## config.mk

```make
export PLATFORM = sky130hd
export DESIGN_NAME = serial_frame_tx
export DESIGN_NICKNAME = d
export VERILOG_FILES = /design/src/rtl/serial_frame_tx.sv
export SDC_FILE = /design/constraint.sdc
export NUM_CORES = 1
export LEC_CHECK = 0
export CAP_MARGIN = 15
export CORE_ASPECT_RATIO = 0.7
export CORE_MARGIN = 2
export CORE_UTILIZATION = 30
export CTS_CLUSTER_DIAMETER = 100
export DETAILED_ROUTE_END_ITERATION = 7
export PLACE_DENSITY = 0.5
export SLEW_MARGIN = 40
export SYNTH_ARGS = -nofsm -noshare
export SYNTH_HDL_FRONTEND = slang
export SYNTH_SLANG_ARGS = --single-unit
export TNS_END_PERCENT = 10
```

## constraint.sdc

```tcl
create_clock -name clk -period 4.12 [get_ports clk]
set_input_delay 0.824 -clock clk [delete_from_list [all_inputs] [get_ports clk]]
set_output_delay 0.824 -clock clk [all_outputs]
set_load 0.03 [all_outputs]
```

## src/rtl/serial_frame_tx.sv

```systemverilog
// Serialises {flag 0111110, addr, len, data[len-1:0]} MSB first onto an idle-high line.
// First bit one cycle after an accepted start; start is taken only while ready (IDLE), never queued.
module serial_frame_tx #(
  parameter int ADDR_W = 2,
  parameter int LEN_W  = 5,
  parameter int DATA_W = 16,
  parameter int GAP    = 1
) (
  input  logic              clk,
  input  logic              rst,
  input  logic              start,
  input  logic [ADDR_W-1:0] addr,
  input  logic [LEN_W-1:0]  len,
  input  logic [DATA_W-1:0] data,
  output logic              ready,
  output logic              serOut,
  output logic              serValid,
  output logic              busy,
  output logic              done,
  output logic              err
);

  localparam int FLAG_LEN = 7;
  localparam int GAP_CYC  = (GAP < 1) ? 1 : GAP;
  localparam int MAX_A    = (FLAG_LEN > ADDR_W) ? FLAG_LEN : ADDR_W;
  localparam int MAX_B    = (LEN_W > DATA_W) ? LEN_W : DATA_W;
  localparam int MAX_C    = (MAX_A > MAX_B) ? MAX_A : MAX_B;
  localparam int MAX_F    = (MAX_C > GAP_CYC) ? MAX_C : GAP_CYC;
  localparam int CNT_W    = $clog2(MAX_F + 1);

  localparam logic [FLAG_LEN-1:0] FLAG_PAT = 7'b0111110;
  localparam logic [FLAG_LEN-1:0] FLAG_ONE = FLAG_LEN'(1);
  localparam logic [ADDR_W-1:0]   ADDR_ONE = ADDR_W'(1);
  localparam logic [LEN_W-1:0]    LEN_ONE  = LEN_W'(1);
  localparam logic [DATA_W-1:0]   DATA_ONE = DATA_W'(1);

  typedef enum logic [2:0] {
    S_IDLE,
    S_FLAG,
    S_ADDR,
    S_LEN,
    S_DATA,
    S_GAP
  } state_t;

  state_t            state;
  state_t            nextState;
  logic [CNT_W-1:0]  idx;
  logic [CNT_W-1:0]  nextIdx;
  logic [CNT_W-1:0]  lastIdx;
  logic [CNT_W-1:0]  sel;
  logic [ADDR_W-1:0] addrQ;
  logic [LEN_W-1:0]  lenQ;
  logic [DATA_W-1:0] dataQ;

  logic lenOk;
  logic accept;
  logic reject;
  logic serOutD;
  logic serValidD;
  logic busyD;
  logic doneD;

  assign lenOk  = (int'(len) <= DATA_W);
  assign accept = (state == S_IDLE) && start && lenOk;
  assign reject = (state == S_IDLE) && start && !lenOk;
  assign ready  = (state == S_IDLE);

  // Index of the final cycle spent in the current state.
  always_comb begin
    lastIdx = '0;
    case (state)
      S_FLAG:  lastIdx = CNT_W'(FLAG_LEN - 1);
      S_ADDR:  lastIdx = CNT_W'(ADDR_W - 1);
      S_LEN:   lastIdx = CNT_W'(LEN_W - 1);
      S_DATA:  lastIdx = CNT_W'(lenQ) - CNT_W'(1);
      S_GAP:   lastIdx = CNT_W'(GAP_CYC - 1);
      default: lastIdx = '0;
    endcase
  end

  always_ff @(posedge clk or negedge rst) begin
    if (!rst) begin
      state <= S_IDLE;
      idx   <= '0;
    end else begin
      state <= nextState;
      idx   <= nextIdx;
    end
  end

  always_comb begin
    nextState = state;
    nextIdx   = idx;
    case (state)
      S_IDLE: begin
        if (accept) begin
          nextState = S_FLAG;
          nextIdx   = '0;
        end
      end
      default: begin
        if (idx == lastIdx) begin
          nextIdx = '0;
          case (state)
            S_FLAG:  nextState = S_ADDR;
            S_ADDR:  nextState = S_LEN;
            S_LEN:   nextState = (lenQ != '0) ? S_DATA : S_GAP;
            S_DATA:  nextState = S_GAP;
            default: nextState = S_IDLE;
          endcase
        end else begin
          nextIdx = idx + CNT_W'(1);
        end
      end
    endcase
  end

  // Line bit for the cycle that follows the edge; fields are captured before they are reached.
  always_comb begin
    sel       = '0;
    serOutD   = 1'b1;
    serValidD = 1'b0;
    busyD     = (nextState != S_IDLE);
    doneD     = (nextState == S_GAP) && (state != S_GAP);
    case (nextState)
      S_FLAG: begin
        sel       = CNT_W'(FLAG_LEN - 1) - nextIdx;
        serOutD   = |(FLAG_PAT & (FLAG_ONE << sel));
        serValidD = 1'b1;
      end
      S_ADDR: begin
        sel       = CNT_W'(ADDR_W - 1) - nextIdx;
        serOutD   = |(addrQ & (ADDR_ONE << sel));
        serValidD = 1'b1;
      end
      S_LEN: begin
        sel       = CNT_W'(LEN_W - 1) - nextIdx;
        serOutD   = |(lenQ & (LEN_ONE << sel));
        serValidD = 1'b1;
      end
      S_DATA: begin
        sel       = CNT_W'(lenQ) - CNT_W'(1) - nextIdx;
        serOutD   = |(dataQ & (DATA_ONE << sel));
        serValidD = 1'b1;
      end
      default: begin
        sel       = '0;
        serOutD   = 1'b1;
        serValidD = 1'b0;
      end
    endcase
  end

  always_ff @(posedge clk or negedge rst) begin
    if (!rst) begin
      addrQ <= '0;
      lenQ  <= '0;
      dataQ <= '0;
    end else if (accept) begin
      addrQ <= addr;
      lenQ  <= len;
      dataQ <= data;
    end
  end

  always_ff @(posedge clk or negedge rst) begin
    if (!rst) begin
      serOut   <= 1'b1;
      serValid <= 1'b0;
      busy     <= 1'b0;
      done     <= 1'b0;
      err      <= 1'b0;
    end else begin
      serOut   <= serOutD;
      serValid <= serValidD;
      busy     <= busyD;
      done     <= doneD;
      err      <= reject;
    end
  end

endmodule
```

==> reports/results.ini, run 1 <==
[critical_path]
critical_path.startpoint_type=flop
critPathRequiredTime_ns=4.32
crit_top_cell=sky130_fd_sc_hd__buf_6
worst_path_max_delay_cell=sky130_fd_sc_hd__or4_4
endpoint_kind=flop
critPathMaxStageDelay_ns=0.55
data_arrival_critical_path_ns=4.24
timing_worst_setup_path_type=reg2reg
series_of_cell_instances_along_the_critical_path=buf_6 -> or4_4 -> and2_4 -> a32oi_4 -> o32a_4 -> o21ai_2 -> nand2_2 -> ha_4 -> fa_2 -> buf_6 -> mux4_2 -> a211oi_2 -> a31oi_1 -> a21oi_1 -> a2111oi_2 -> o211ai_1 -> o211ai_2
critical_path_peak_fanout=5

[timing]
tightestPinTransition_ns=0.488
finalClockSkew_ns=0.00435
post-route-min-period_ns=4.03
worst_slew_margin_rel=0.675
timing_max_transition_violations_final=0
finalSetupViolations=0
final_hold_viol_count=0
fin_setup_tns_ns=0
maxClockFrequency_ghz=0.248
period_utilization=0.979

[final_layout]
final_cell_mix=35 x sky130_fd_sc_hd__dfrtp_1, 33 x sky130_fd_sc_hd__buf_4, 26 x sky130_fd_sc_hd__clkdlybuf4s50_1
layout-drive-gt1-share=0.347
number_of_inserted_diodes=0
nFillCells=903
area_growth_syn_to_layout_pct=36.7
finish.net_count=375
layout_commonest_cell=sky130_fd_sc_hd__dfrtp_1

[synthesis]
synth.area.top_cells=sky130_fd_sc_hd__dfrtp_1 32%, sky130_fd_sc_hd__mux2_2 9.5%, sky130_fd_sc_hd__ha_1 4.1%, sky130_fd_sc_hd__xnor2_1 3.5%, sky130_fd_sc_hd__nand2_1 3.4%
synthesis.area_um2=2720
dominantRegCellSynth=sky130_fd_sc_hd__dfrtp_1
total_number_of_yosys_warnings=0
avgSynthCellArea_um2=9.86
synth-seq-cells=36
synth_nets=312
yosys.cell_types.count=68
synth_top_area_share=0.322
synth.yosys.seq_area_share=0.331
yosys.area.top_type=sky130_fd_sc_hd__dfrtp_1
synthesis.instances=276
number_of_enable_type_register_cells_in_the_synthesized_netlist=0
async_flop_share=1.00

[die]
dieWidth_um=118
floorplan.io_pins=32
start_util=0.305
die_height_um=83.7
floorplan.core_area_um2=8930
dieArea_um2=9860
num_rows=29

[routing]
final_ant_viol_nets=0
total_number_of_vias=2404
routedWlPerCell_um=17.1
detail_route.first_pass.iterations=4
via_per_inst=5.18
routed_wirelength_um=7950
drt_iter0_markers=100
drc_errors=0

[clocking]
tritoncts.num_buffers=5
tritoncts=built
ctsRootBufferMaster=sky130_fd_sc_hd__clkbuf_16
cts-htree-levels=2
source_to_sink_clock_delay_at_the_later_pin_of_the_worst_skew_pair_ns=0.29
bufs_on_longest_clock_path=2
cts.reportedPaths.clkPinSlew_ns=0.06
cts_num_sinks=36

[grt]
gr-usage-all-layers=0.159
global_route.overflow_total=0
grt_max_degree=37
grt_pass1_wl_um=12200
first_global_vias=2207
grt_antenna_before_repair=0

[flow_run]
maximum_capacitance_violations=0

[placed_design]
numPortBuffers=31
routabilityCongestion=0.891
dpl.hpwl_um=5980

[run_status]
run_status=completed

[min_path]
min_path_type=in2async

-- layout make-up --
cell class | instances | area [um2] | area share
Sequential cell | 36 | 902 | 0.242
Multi-Input combinational cell | 210 | 1850 | 0.496
Clock inverter | 3 | 18.8 | 0.00504
Tap cell | 124 | 155 | 0.0417
Timing Repair Buffer | 67 | 603 | 0.162
Clock buffer | 5 | 125 | 0.0336
Inverter | 19 | 71.3 | 0.0192
-- critical path: cells and delay by family, from the launching register on --
kind	cells	cell delay [ns]
flops	1	0.40
fa+ha+maj	2	0.64
buf+inv	2	0.27
compound gates	9	1.44
simple gates	3	0.87
mux	1	0.33
-- final timing paths --
check	slack (ns)	end	depth (start not counted)	start
worst min register to register	0.50	dataQ[9]$_DFFE_PN0P_	1	dataQ[9]$_DFFE_PN0P_
min in group clk	0.50	dataQ[9]$_DFFE_PN0P_	1	dataQ[9]$_DFFE_PN0P_
worst max-delay path	0.09	serOut$_DFF_PN1_	17	lenQ[1]$_DFFE_PN0P_
max in group asynchronous	3.27	serOut$_DFF_PN1_	1	rst
worst max register to register	0.09	serOut$_DFF_PN1_	17	lenQ[1]$_DFFE_PN0P_
worst min-delay path	0.50	idx[3]$_DFF_PN0_	1	rst
-- metrics by stage --
step	worst slack (ns)	util	cell area (um2)	instances	hold slack, ns
global route	-0.0550	0.417	3720	464	0.517
detailed placement	-0.383	0.378	3370	451	0.491
CTS	0.00957	0.396	3530	459	0.505
finish	0.0884	0.417	3720	464	0.500
global placement	-0.280	0.378	3370	451	0.495
floorplan	0.0568	-	2730	276	0.474
-- sequential cells by signal (all words and copies together) (netlist names) --
signal and count:
busy 1, serOut 1, err 1, serValid 1
done 1, idx 5, state 3, addrQ 2
dataQ 16, lenQ 5
-- synthesized netlist by cell type, types with 2 or more instances --
| cell | n |
|---|---|
| sky130_fd_sc_hd__o31ai_1 | 4 |
| sky130_fd_sc_hd__o211ai_1 | 4 |
| sky130_fd_sc_hd__mux2_2 | 23 |
| sky130_fd_sc_hd__xnor2_1 | 11 |
| sky130_fd_sc_hd__and2_1 | 5 |
| sky130_fd_sc_hd__a211oi_1 | 2 |
| sky130_fd_sc_hd__clkbuf_1 | 5 |
| sky130_fd_sc_hd__mux4_2 | 4 |
| sky130_fd_sc_hd__or3b_1 | 3 |
| sky130_fd_sc_hd__a21oi_2 | 2 |
| sky130_fd_sc_hd__a32oi_1 | 3 |
| sky130_fd_sc_hd__o21a_1 | 2 |
| sky130_fd_sc_hd__o21ai_1 | 4 |
| sky130_fd_sc_hd__o21ai_0 | 9 |
| sky130_fd_sc_hd__a31o_1 | 2 |
| sky130_fd_sc_hd__inv_1 | 16 |
| sky130_fd_sc_hd__inv_2 | 3 |
| sky130_fd_sc_hd__or3_1 | 2 |
| sky130_fd_sc_hd__nor2b_1 | 4 |
| sky130_fd_sc_hd__nand3_1 | 7 |
| sky130_fd_sc_hd__a21oi_1 | 11 |
| sky130_fd_sc_hd__nor2_1 | 12 |
| sky130_fd_sc_hd__mux2i_1 | 5 |
| sky130_fd_sc_hd__nand2b_1 | 5 |
| sky130_fd_sc_hd__a2111oi_1 | 2 |
| sky130_fd_sc_hd__nor2_2 | 2 |
| sky130_fd_sc_hd__nor4_1 | 3 |
| sky130_fd_sc_hd__nand2_1 | 25 |
| sky130_fd_sc_hd__a221oi_2 | 2 |
| sky130_fd_sc_hd__a21o_1 | 2 |
| sky130_fd_sc_hd__buf_2 | 4 |
| sky130_fd_sc_hd__a31oi_1 | 7 |
| sky130_fd_sc_hd__dfrtp_1 | 35 |
| sky130_fd_sc_hd__nor3_1 | 4 |
| sky130_fd_sc_hd__ha_1 | 9 |
-- timing repair --
item,in CTS,in global routing
resized for setup,4,31
pin swaps,0,18
setup buffers,0,5
hold buffers,0,0
setup endpoints to repair,1,1
gates cloned,0,0
-- metal layers --
layer,routed length [um],share of wire,vias to the layer above,GRT usage
li1,-,-,1153,-
met1,4190,0.53,1165,0.257
met2,3200,0.40,78,0.207
met3,480,0.060,8,0.0355
met4,88,0.011,0,0.0427
met5,0,0,-,0
-- logic make-up after synthesis --
logic type,synth area share
adder cells (fa/ha/maj),0.0487
AO/OA/AOI/OAI,0.223
AND/OR/NAND/NOR,0.150
buffers and inverters,0.0460
flip-flops,0.331
multiplexers,0.147
XOR/XNOR,0.0538
Power of run 1 is left out: the tool's default activity adds up to more than one toggle a clock period on the data nets, which glitch-free logic cannot reach.
==> run 2, diff against run 1 <==
--- a/config.mk
+++ b/config.mk
@@ -11,8 +11,9 @@
 export CORE_UTILIZATION = 30
 export CTS_CLUSTER_DIAMETER = 100
 export DETAILED_ROUTE_END_ITERATION = 7
+export HOLD_SLACK_MARGIN = 0.1
 export PLACE_DENSITY = 0.5
-export SLEW_MARGIN = 40
+export SLEW_MARGIN = 20
 export SYNTH_ARGS = -nofsm -noshare
 export SYNTH_HDL_FRONTEND = slang
 export SYNTH_SLANG_ARGS = --single-unit
==> run 2 against run 1 <==
Compared with the run above: critical path depth did not move; via count fell by 0.71%; hold slack improved by 0.0040 ns; setup slack improved by 0.064 ns; die area did not move; non-clock buffer count rose by 1; flip-flop and latch count did not move; global-route usage barely moved; cell count rose by 0.22%; sequential share of layout area rose by 0.083 points; final area fell by 0.20%; clock-buffer cell count did not move.
==> reports/results.ini, run 2 (synthesis gave the netlist of run 1 again) <==
[clocking]
source_to_sink_clock_delay_at_the_later_pin_of_the_worst_skew_pair_ns=0.28  ; about the same
ctsRootBufferMaster=sky130_fd_sc_hd__clkbuf_16
tritoncts.num_buffers=5  ; unchanged
ctsHoldBuffers=0  ; unchanged
cts_num_sinks=36  ; unchanged
bufs_on_longest_clock_path=2  ; unchanged
cts-htree-levels=2  ; unchanged
cts.reportedPaths.clkPinSlew_ns=0.06  ; about the same
tritoncts=built

[timing]
final_hold_viol_count=0  ; unchanged
finalClockSkew_ns=0.00509  ; +0.000743 ns
period_utilization=0.963  ; -0.0156
grt_setup_unrepaired=true
maxClockFrequency_ghz=0.252  ; +1.6%
worst_case_setup_margin_in_the_final_layout_ns=0.153  ; +0.0642 ns
tightestPinTransition_ns=0.851  ; +0.363 ns
finalSetupViolations=0  ; unchanged
post-route-min-period_ns=3.97  ; -0.0642 ns
worst_slew_margin_rel=0.432  ; -0.242
timing_max_transition_violations_final=0  ; unchanged

[die]
floorplan.io_pins=32  ; unchanged
num_rows=29  ; unchanged
dieArea_um2=9860  ; unchanged
die_height_um=83.7  ; unchanged
dieWidth_um=118  ; unchanged
floorplan.core_area_um2=8930  ; unchanged
start_util=0.305  ; unchanged

[critical_path]
r2r_depth=17  ; unchanged
critical_path_peak_fanout=5  ; unchanged
reg2reg_setup_slack_ns=0.15  ; +0.06 ns
source_of_the_worst_register_to_register_timing_path=lenQ[1]$_DFFE_PN0P_
data_arrival_critical_path_ns=4.18  ; -0.06 ns
critPathLaunch=lenQ[1]$_DFFE_PN0P_
critPathRequiredTime_ns=4.33  ; about the same
endpoint_kind=flop
regToRegEndpoint=serOut$_DFF_PN1_
critical_path.startpoint_type=flop
timing_worst_setup_path_type=reg2reg

[final_layout]
final-seq-area_um2=903  ; +0.14%
largest_register_ff_count=16  ; unchanged
register_with_the_most_flip_flops=dataQ
finish.net_count=376  ; +0.27%
multi_input_area_um2=1830  ; -0.75%
number_of_inserted_diodes=0  ; unchanged
area_growth_syn_to_layout_pct=36.5
nFillCells=883  ; -2.2%
final_cell_mix=34 x sky130_fd_sc_hd__dfrtp_1, 33 x sky130_fd_sc_hd__buf_4, 26 x sky130_fd_sc_hd__clkdlybuf4s50_1
finish.cell_count_without_fillers=465  ; +0.22%
layout.cell_area.non_filler_um2=3710  ; -0.20%
layout_commonest_cell=sky130_fd_sc_hd__dfrtp_1
top_regs=dataQ x16, idx x5, lenQ x5
layout-drive-gt1-share=0.343  ; -0.00395

[routing]
drt_iter0_markers=117  ; +17%
routedWlPerCell_um=16.5  ; -3.5%
drc_errors=0  ; unchanged
detail_route.first_pass.iterations=4  ; unchanged
via_per_inst=5.13  ; -0.92%
final_ant_viol_nets=0  ; unchanged
routed_wirelength_um=7690  ; -3.3%
total_number_of_vias=2387  ; -0.71%

[grt]
grt_pass1_wl_um=12100  ; -1.0%
global_route.overflow_total=0  ; unchanged
first_global_vias=2185  ; -1.0%
grt_max_degree=37  ; unchanged
grt_antenna_before_repair=0  ; unchanged
gr-usage-all-layers=0.159  ; -0.000364

[min_path]
whs_path_depth=1
min_path_type=reg2reg
end_of_the_worst_hold_path=dataQ[9]$_DFFE_PN0P_
holdCritStartpoint=dataQ[9]$_DFFE_PN0P_

[run_status]
run_status=completed

[placed_design]
dp_slack_ns=-0.399  ; -0.0159 ns
dpl.hpwl_um=5960  ; -0.33%
placed_cell_area_um2=3370  ; about the same
dp.cells=451  ; unchanged
routabilityCongestion=0.891  ; unchanged
numPortBuffers=31  ; unchanged

[flow_run]
maximum_capacitance_violations=0  ; unchanged

==> run 2: layer usage <==
metal	wire, um	part of all wire	track usage
met1	4080	0.53	0.253
met2	3030	0.39	0.205
met3	484	0.063	0.0410
met4	99	0.013	0.0449
met5	0	0	0
==> run 2: worst max-delay path by stage <==
stage / to / slack (ns) / cells after the start
after floorplan: serOut$_DFF_PN1_ / 0.06 / 18
after global placement: serOut$_DFF_PN1_ / -0.28 / 16
after detailed placement: serOut$_DFF_PN1_ / -0.40 / 16
after CTS: serOut$_DFF_PN1_ / 0.01 / 18
after global routing: serOut$_DFF_PN1_ / -0.04 / 17
final: serOut$_DFF_PN1_ / 0.15 / 17
==> run 2: what timing repair did <==
item                       4_1_cts  5_1_grt
pin swaps                        0       15
gates resized for setup          4       29
setup endpoints to repair        1        1
buffers inserted                 0        6
==> run 2: cell type report <==
cell class / count / area share
Multi-Input combinational cell: 210 / 0.493
Tap cell: 124 / 0.0418
Inverter: 19 / 0.0192
Clock inverter: 3 / 0.00505
Timing Repair Buffer: 68 / 0.164
Clock buffer: 5 / 0.0337
Sequential cell: 36 / 0.243
==> run 2: critical path: stages (launching register included) <==
cell,delay [ns]
sky130_fd_sc_hd__dfrtp_1,0.39
sky130_fd_sc_hd__buf_6,0.14
sky130_fd_sc_hd__or4_4,0.55
sky130_fd_sc_hd__a21oi_4,0.16
sky130_fd_sc_hd__a32oi_4,0.07
sky130_fd_sc_hd__o32a_4,0.23
sky130_fd_sc_hd__buf_6,0.13
sky130_fd_sc_hd__a211oi_4,0.22
sky130_fd_sc_hd__inv_2,0.08
sky130_fd_sc_hd__fa_2,0.63
sky130_fd_sc_hd__buf_6,0.11
sky130_fd_sc_hd__mux4_2,0.33
sky130_fd_sc_hd__a211oi_2,0.23
sky130_fd_sc_hd__a31oi_1,0.06
sky130_fd_sc_hd__a21oi_1,0.20
sky130_fd_sc_hd__a2111oi_2,0.07
sky130_fd_sc_hd__o211ai_1,0.21
sky130_fd_sc_hd__o211ai_2,0.11
==> run 2: per-stage QoR <==
stage / util / hold slack, ns / setup TNS [ns]
floorplan: - / 0.474 / 0
global placement: 0.378 / 0.495 / -0.280
detailed placement: 0.378 / 0.491 / -0.399
CTS: 0.396 / 0.504 / 0
global route: 0.416 / 0.516 / -0.0438
finish: 0.416 / 0.504 / 0
Power of run 2 is left out for the same reason.
==> run 3, diff against run 2 <==
--- a/config.mk
+++ b/config.mk
@@ -13,7 +13,6 @@
 export DETAILED_ROUTE_END_ITERATION = 7
 export HOLD_SLACK_MARGIN = 0.1
 export PLACE_DENSITY = 0.5
-export SLEW_MARGIN = 20
 export SYNTH_ARGS = -nofsm -noshare
 export SYNTH_HDL_FRONTEND = slang
 export SYNTH_SLANG_ARGS = --single-unit
==> results of run 3 <==
Same layout as run 2: the final DEF is identical, and so are final timing and power.
Power of run 3 is left out for the same reason.
